File: src/rtl/instr_issuer.sv
`default_nettype none
// ============================================================================
// Module      : instr_issuer
// Description : Command FIFO plus burst expander producing 64-bit array
//               controller instruction words, one beat per issue cycle.
// Revision    : 1.0 - initial release
// ============================================================================
module instr_issuer #(
   parameter int FIFO_DEPTH = 8,
   parameter int LEN_W      = 4
) (
   input  logic             clk,
   input  logic             rst,
   input  logic             cmd_valid,
   output logic             cmd_ready,
   input  logic [4:0]       cmd_opcode,
   input  logic [15:0]      cmd_addr,
   input  logic [15:0]      cmd_data,
   input  logic [LEN_W-1:0] cmd_len,
   input  logic             issue_en,
   output logic [63:0]      instruction,
   output logic             instr_valid,
   output logic             cmd_err,
   output logic             busy
);

   localparam int PTR_W   = (FIFO_DEPTH > 1) ? $clog2(FIFO_DEPTH) : 1;
   localparam int ENTRY_W = 5 + 16 + 16 + LEN_W;
   localparam logic [PTR_W:0] c_full_count = (PTR_W + 1)'(FIFO_DEPTH);

   typedef enum logic [0:0] {
      S_IDLE  = 1'b0,
      S_BURST = 1'b1
   } state_t;

   state_t             state_q, state_d;
   logic [4:0]         cur_op_q, cur_op_d;
   logic [15:0]        cur_addr_q, cur_addr_d;
   logic [15:0]        cur_data_q, cur_data_d;
   logic [LEN_W-1:0]   remaining_q, remaining_d;
   logic [63:0]        instruction_q, instruction_d;
   logic               instr_valid_q, instr_valid_d;
   logic               cmd_err_q, cmd_err_d;
   logic [PTR_W-1:0]   wr_ptr_q, wr_ptr_d;
   logic [PTR_W-1:0]   rd_ptr_q, rd_ptr_d;
   logic [PTR_W:0]     count_q, count_d;
   logic [ENTRY_W-1:0] mem_q [FIFO_DEPTH];

   logic               is_burst_op;
   logic               is_single_op;
   logic               handshake;
   logic               push;
   logic               pop;
   logic               fifo_empty;
   logic [ENTRY_W-1:0] wr_entry;
   logic [ENTRY_W-1:0] head;
   logic [4:0]         head_op;
   logic [15:0]        head_addr;
   logic [15:0]        head_data;
   logic [LEN_W-1:0]   head_len;

   always_comb begin
      is_burst_op  = 1'b0;
      is_single_op = 1'b0;
      case (cmd_opcode)
         5'b00001, 5'b00010, 5'b00011, 5'b00110, 5'b11111: is_burst_op  = 1'b1;
         5'b00100, 5'b00101:                               is_single_op = 1'b1;
         default: ;
      endcase
   end

   assign fifo_empty = (count_q == '0);
   assign cmd_ready  = (count_q != c_full_count) && !rst;
   assign handshake  = cmd_valid && cmd_ready;
   assign push       = handshake && (is_burst_op || is_single_op);
   assign cmd_err_d  = handshake &&
                       (!(is_burst_op || is_single_op) || (is_single_op && (cmd_len != '0)));

   // Receive ops carry data and are always one beat; everything else issues data as zero.
   assign wr_entry = {cmd_opcode, cmd_addr,
                      is_single_op ? cmd_data : 16'h0000,
                      is_single_op ? {LEN_W{1'b0}} : cmd_len};

   assign head      = mem_q[rd_ptr_q];
   assign head_op   = head[ENTRY_W-1 -: 5];
   assign head_addr = head[ENTRY_W-6 -: 16];
   assign head_data = head[LEN_W+15 -: 16];
   assign head_len  = head[LEN_W-1:0];

   always_comb begin
      state_d       = state_q;
      cur_op_d      = cur_op_q;
      cur_addr_d    = cur_addr_q;
      cur_data_d    = cur_data_q;
      remaining_d   = remaining_q;
      instruction_d = 64'h0;
      instr_valid_d = 1'b0;
      pop           = 1'b0;
      case (state_q)
         S_IDLE: begin
            if (issue_en && !fifo_empty) begin
               pop           = 1'b1;
               instruction_d = {head_op, head_addr, head_data, 27'h0};
               instr_valid_d = 1'b1;
               cur_op_d      = head_op;
               cur_data_d    = head_data;
               cur_addr_d    = head_addr + 16'h0001;
               remaining_d   = head_len;
               if (head_len != '0) begin
                  state_d = S_BURST;
               end
            end
         end
         S_BURST: begin
            if (issue_en) begin
               instruction_d = {cur_op_q, cur_addr_q, cur_data_q, 27'h0};
               instr_valid_d = 1'b1;
               cur_addr_d    = cur_addr_q + 16'h0001;
               remaining_d   = remaining_q - LEN_W'(1);
               if (remaining_q == LEN_W'(1)) begin
                  state_d = S_IDLE;
               end
            end
         end
         default: state_d = S_IDLE;
      endcase
   end

   always_comb begin
      wr_ptr_d = push ? wr_ptr_q + PTR_W'(1) : wr_ptr_q;
      rd_ptr_d = pop  ? rd_ptr_q + PTR_W'(1) : rd_ptr_q;
      count_d  = count_q;
      case ({push, pop})
         2'b10:   count_d = count_q + (PTR_W + 1)'(1);
         2'b01:   count_d = count_q - (PTR_W + 1)'(1);
         default: count_d = count_q;
      endcase
   end

   always_ff @(posedge clk) begin
      if (push) begin
         mem_q[wr_ptr_q] <= wr_entry;
      end
   end

   always_ff @(posedge clk) begin
      if (rst) begin
         state_q       <= S_IDLE;
         cur_op_q      <= '0;
         cur_addr_q    <= '0;
         cur_data_q    <= '0;
         remaining_q   <= '0;
         instruction_q <= '0;
         instr_valid_q <= 1'b0;
         cmd_err_q     <= 1'b0;
         wr_ptr_q      <= '0;
         rd_ptr_q      <= '0;
         count_q       <= '0;
      end else begin
         state_q       <= state_d;
         cur_op_q      <= cur_op_d;
         cur_addr_q    <= cur_addr_d;
         cur_data_q    <= cur_data_d;
         remaining_q   <= remaining_d;
         instruction_q <= instruction_d;
         instr_valid_q <= instr_valid_d;
         cmd_err_q     <= cmd_err_d;
         wr_ptr_q      <= wr_ptr_d;
         rd_ptr_q      <= rd_ptr_d;
         count_q       <= count_d;
      end
   end

   assign instruction = instruction_q;
   assign instr_valid = instr_valid_q;
   assign cmd_err     = cmd_err_q;
   assign busy        = !fifo_empty || (state_q == S_BURST);

endmodule
`default_nettype wire

File: config.mk
export PLATFORM = sky130hd
export DESIGN_NAME = instr_issuer
export DESIGN_NICKNAME = d
export VERILOG_FILES = /design/src/rtl/instr_issuer.sv
export SDC_FILE = /design/constraint.sdc
export NUM_CORES = 1
export LEC_CHECK = 0
export ABC_AREA = 1
export BUFFER_PORTS_ARGS = -buffer_cell sky130_fd_sc_hd__buf_2
export CAP_MARGIN = 5
export CORE_MARGIN = 2
export CORE_UTILIZATION = 55
export CTS_CLUSTER_DIAMETER = 40
export DETAILED_ROUTE_END_ITERATION = 8
export PLACE_DENSITY = 0.84
export SLEW_MARGIN = 30
export SYNTH_ARGS = -nofsm -noshare
export SYNTH_HDL_FRONTEND = slang
export SYNTH_SLANG_ARGS = --single-unit
File: constraint.sdc
create_clock -name clk -period 6.4 [get_ports clk]
set_input_delay 0.96 -clock clk [delete_from_list [all_inputs] [get_ports clk]]
set_output_delay 0.96 -clock clk [all_outputs]
set_load 0.1 [all_outputs]
==> metrics, run 1 <==
Initial Util 55.8%; Die Height 183 um; Synth Area in Simple Gates 16.5%; CP bufs+invs 4; largest family of logic cells by synthesized area simple AND/OR/NAND/NOR gates; post-synthesis xor/xnor area fraction 0.497%; min cycle time layout 3140 ps; slowest stage cell on the critical path nor2_4; status completed; PwrDens 439 nW/um^2; Max Fclk 318 MHz; maximum vdd drop 0.241 mV; CP dominant cell by count nand2_1; non-filler cells, final 2223; CTS clk-pin slew, worst paths 60 ps; Layout area overhead 13.1%; yosys warns 0; Post-Route WL 42.1 mm; Async SR Flop Fraction 0%; CTS Root Cell clkbuf_16; slowest stage delay, CP 610 ps; CTS tree built; max-slew violation count 0; hpwl dp 23.7 mm; final count of hold timing violations 0; Vias/cell 5.72; Unique masters post-synth 39; RSZ-0062 raised after global routing no; critical setup path kind in2reg; Synth Flop Type edfxtp_1; layout cell share with drive strength beyond 1 12.1%; DIE AREA 33500 sq um; Post-Syn Instances 1710; number of synthesized flops with an enable pin 328; post-synthesis compound-gate area fraction 8.60%; LEAKAGE 7.95 nW; placed cells 2126; CP top delay family simple AND/OR/NAND/NOR gates; Max-Cap Viols 0; synthesized area 17600 sq um; Total GRT Usage 24.9%; largest buffer count on any clock path 3; number of nets in the layout 1830; post-CTS setup buffer count 0; Final Instance Area 19900 sq um; Pre-antenna DRT Iters 5; worst-skew pair later-pin latency 580 ps; Util after Layout 63.2%; Cell Chain, Critical Path buf_2, nor2_1, nand3_1, buf_4, nand2_1, nand2_1, inv_1, nand2_1, nor2_4, buf_4; Placed Area 18200 sq um; Tcrit/Tclk final 49.1%; hold_buf cts 0; GPL Wtd Cong 0.851; core area 31600 sq um; Initial DRC Count 1791; Hold Crit Class reg2reg; leading area contributor after synthesis edfxtp_1; FF+latch count, synth 422; WL per Instance 18.9 um; top cells by area, synth edfxtp_1 (56%), dfxtp_1 (11%), nand2_1 (7.6%); Port Buffer Count 85; largest net degree at the start of global routing 92; Startpoint Class primary input; Slew headroom 29.7%; Data required, critical path 6610 ps; GRT overflow 0; Die X 183 um; Synth top area share 55.9%; CTS sink cnt 422; Synth Area in Adders 0.568%; WP data arrival 3360 ps; clk_skew 34.4 ps; first-pass GRT wire length 64.8 mm; Vias 12.7k; num rows 65; I/O Pins 113; Post-DRT Antenna Nets 0; post-synthesis sequential area ratio 66.6%; Num CTS Buffers 51; mux contribution to synthesized area 0.0568%; final hold slack 464 ps; Critical Path Fanout Max 21; Final setup viols 0; Post-CTS Resized 0; critical path capture point type register; Post-route DRC 0; Worst Tran Pin Value 1050 ps; initial antenna violation count 1; number of global-route vias before repair 12.1k; syn avg cell area 10.3 sq um; H-tree depth 2
logic make-up after synthesis:
group,count (synthesis)
simple gates,719
buf+inv,270
other cells,1
compound gates,279
flops,422
xor+xnor,10
mux,1
fa+ha+maj,8
worst register-to-register path, stage by stage, from the launching register on:
cell	delay, ps
dfxtp_4	900
inv_6	370
nand2_1	230
nand3_1	110
nand3_1	140
nand3_1	130
nand2_1	190
ha_1	230
nand3_2	140
nor2_2	250
nand2_1	80
nand2_1	70
nand3_1	60
nand2_1	90
inv_1	40
cell usage in the layout (no fill, tap or decap), types with 3 or more instances in the layout:
master	netlist	layout
xor2_1	9	9
or2_2	3	3
nor2_2	4	4
nor2_4	1	5
a21oi_1	83	83
clkinv_4	0	6
dfxtp_1	94	92
nor3_2	1	4
conb_1	1	27
clkbuf_1	41	11
o22ai_1	31	31
edfxtp_1	328	328
o21ai_0	120	120
clkinv_2	0	6
o21ai_1	16	16
ha_1	8	8
clkinv_1	3	3
inv_1	147	146
nand2_1	356	356
o211ai_1	21	21
inv_6	1	5
nand3_1	119	119
nor2_1	221	217
clkinvlp_4	0	3
clkbuf_8	0	4
a31oi_1	3	3
buf_2	33	85
buf_4	35	21
clkbuf_16	0	55
power breakdown:
group	switching [mW]	internal, mW	total, mW
Sequential	0.158	3.11	3.27
Clock	1.17	1.69	2.86
Combinational	1.95	0.659	2.61
registers in the layout (all words and copies together) (netlist names), named ones only:
register     count
count_q          4
cur_op_q         5
remaining_q      4
rd_ptr_q         3
instruction     37
state_q          1
cur_data_q      16
wr_ptr_q         3
instr_valid      1
cur_addr_q      16
mem_q          328
cmd_err          1
routing by layer:
metal	part of all wire [%]	GRT usage, %	wire length, um
met3	11	4.15	4440
met4	3.0	9.89	1240
met1	39	34.2	16400
met2	48	40.1	20000
met5	0	0	0
Yosys cell counts, types with 9 or more instances:
master / instances
nand3_1: 119
buf_4: 35
dfxtp_1: 94
nor2_1: 221
o21ai_0: 120
buf_2: 33
o22ai_1: 31
o211ai_1: 21
o21ai_1: 16
nand2_1: 356
xor2_1: 9
inv_1: 147
a21oi_1: 83
edfxtp_1: 328
clkbuf_1: 41
through the flow:
step	total power, mW	worst slack [ps]	setup TNS (ps)
floorplan	5.35	-205	-16790
global placement	5.77	2810	0
detailed placement	5.85	2670	0
CTS	8.71	3250	0
global route	9.13	3010	0
finish	8.74	3260	0
layout make-up:
| cell class | count | area, sq um |
|---|---|---|
| Sequential cell | 422 | 11700 |
| Fill cell | 2195 | 11600 |
| Multi-Input combinational cell | 1044 | 4800 |
| Clock buffer | 71 | 1480 |
| Timing Repair Buffer | 106 | 583 |
| Inverter | 152 | 577 |
| Tap cell | 402 | 503 |
| Clock inverter | 25 | 250 |
| Antenna cell | 1 | 2.50 |
final timing paths:
path         slack (ps)           start  depth (start not counted)             end
max                3260   cmd_opcode[4]                         10    mem_q[6][12]
min                 460  cur_data_q[15]                          2  cur_data_q[15]
max reg2reg        3260        register                         14  cur_addr_q[10]
min reg2reg         460  cur_data_q[15]                          2  cur_data_q[15]
Note: power is estimated with default switching activity, not from simulation.
==> run 2: changes to the inputs <==
- clock period: 6.4 -> 2.96 ns (I/O delays scaled with it)
==> run 2 against run 1 <==
  * Cell area about the same
  * Critical path type is now reg2reg
  * First-iteration DRC count shrank 26%
  * Clock skew decreased by 21 ps
  * Via count shrank 0.53%
  * Die area unchanged
==> metrics, run 2 (same netlist as run 1, synthesis figures left out) <==
final worst setup slack 495 ps (-2760 ps); final count of hold timing violations 0 (unchanged); non-filler cells, final 2230 (+0.31%); Die X 183 um (unchanged); min cycle time layout 2460 ps; hold_buf cts 0 (unchanged); hpwl dp 24.2 mm (+2.3%); GRT overflow 0 (unchanged); CTS Root Cell clkbuf_16; PwrDens 924 nW/um^2 (+110%); WP data arrival 2890 ps (-470 ps); largest net degree at the start of global routing 78 (-15%); critical setup path kind reg2reg; Post-DRT Antenna Nets 0 (unchanged); maximum vdd drop 0.495 mV (+110%); clock network power share 30.6% (-2.1 points); Fillers 2281 (+3.9%); Max-Cap Viols 0 (unchanged); Setup WS pre-CTS 531 ps (-2140 ps); Post-Route WL 40.6 mm (-3.6%); Slew headroom 40.7% (+11 points); Final setup viols 0 (unchanged); Num CTS Buffers 47 (-7.8%); Total GRT Usage 24.3% (-0.58 points); register area 11700 sq um (unchanged); max-slew violation count 0 (unchanged); fraction of power spent switching nets 37.1% (-0.42 points); Initial Util 55.8% (unchanged); first-pass GRT wire length 63.7 mm (-1.6%); Critical Path Fanout Max 37 (+76%); Largest register FFs 328 (unchanged); WL per Instance 18.2 um (-3.9%); status completed; Hold Crit Class in2reg; Startpoint Class register; core area 31600 sq um (unchanged); initial antenna violation count 1 (unchanged); RSZ-0062 raised after global routing no; Die Height 183 um (unchanged); CTS clk-pin slew, worst paths 60 ps (about the same); Port Buffer Count 85 (unchanged); Tcrit/Tclk final 83.3%; layout cell share with drive strength beyond 1 12.6% (+0.45 points); largest register by flop count mem_q; worst-skew pair later-pin latency 550 ps (-30 ps); num rows 65 (unchanged); CTS tree built; sequential share of power 38.0% (+0.6 points); I/O Pins 113 (unchanged); Vias 12.6k (-0.53%); placed cells 2143 (+0.80%); Final Instance Area 19900 sq um (about the same); number of nets in the layout 1843 (+0.71%); CTS sink cnt 422 (unchanged); H-tree depth 2 (unchanged); Data required, critical path 3390 ps (-3220 ps); Post-CTS Resized 0 (unchanged); Gate power share 31.4% (+1.5 points); multi-input combinational cell area 4840 sq um (+0.83%); LEAKAGE 7.95 nW (about the same); Max Fclk 406 MHz; Pre-antenna DRT Iters 5 (unchanged); Worst Tran Pin Value 889 ps (-165 ps); number of global-route vias before repair 12.1k (unchanged); critical path capture point type register; largest buffer count on any clock path 3 (unchanged); GPL Wtd Cong 0.869 (+2.2%); clk_skew 13.7 ps (-20.7 ps); Setup TNS 0 ps (unchanged); Placed Area 18400 sq um (+1.2%); commonest cells after routing, fill and taps aside nand2_1 (354), edfxtp_1 (328), nor2_1 (216), inv_1 (145), o21ai_0 (120); final hold slack 180 ps (-284 ps); DIE AREA 33500 sq um (unchanged); cell internal pwr 11.6 mW (+110%); Layout area overhead 13.2% (about the same); Vias/cell 5.67 (-0.85%); Post-route DRC 0 (unchanged); Initial DRC Count 1331 (-26%); commonest non-fill, non-tap cell in the layout nand2_1; Psw 6.83 mW (+110%); post-CTS setup buffer count 0 (unchanged)
-- run 2: area by class of cell --
| cell class | instances | area share, % |
|---|---|---|
| antenna | 1 | 0.0125 |
| clock buffer | 63 | 6.56 |
| timing repair buffer | 123 | 3.83 |
| tap | 402 | 2.52 |
| inverter | 152 | 2.89 |
| multi-input combinational | 1044 | 24.2 |
| clock inverter | 23 | 1.10 |
| sequential | 422 | 58.8 |
-- run 2: per-stage QoR --
stage / utilization [%] / power [mW]
2_1_floorplan: - / 11.6
3_3_place_gp: 58.4 / 12.7
3_5_place_dp: 58.4 / 12.8
4_1_cts: 63.2 / 18.4
5_1_grt: 63.2 / 19.3
6_report: 63.2 / 18.4
-- run 2: worst max-delay path, stage by stage, from the launching register on --
cell     delay [ps]
dfxtp_4         530
inv_6           180
nand2_1         100
nand3_1         110
nand3_1         150
nand3_1         120
nand2_1         200
ha_1            240
nand3_2         150
nor2_2          230
nand2_1          70
nand2_1          60
nand3_1          60
nand2_1         100
inv_1            40
-- run 2: path summary, 6_finish.rpt --
| check | startpoint | to | slack (ps) | depth (start not counted) |
|---|---|---|---|---|
| setup / recovery | register | cur_addr_q[10] | 500 | 14 |
| hold / removal | cmd_addr[15] | mem_q[6][35] | 180 | 1 |
| setup reg to reg | register | cur_addr_q[10] | 500 | 14 |
| hold reg to reg | rd_ptr_q[2] | rd_ptr_q[2] | 450 | 1 |
-- run 2: layer usage --
metal	track usage, %	wire length (um)
met2	41.0	19800
met3	3.57	3990
met1	32.1	15400
met5	0	0
met4	9.50	1310
-- run 2: power groups by stage --
stage          logic (mW)  clock network, mW  registers [mW]
5_1_grt              6.34               5.94            7.04
3_5_place_dp         5.69                  0            7.12
2_1_floorplan        3.87                  0            7.71
6_report             5.78               5.64            7.01
3_3_place_gp         5.55                  0            7.10
4_1_cts              5.73               5.68            7.00
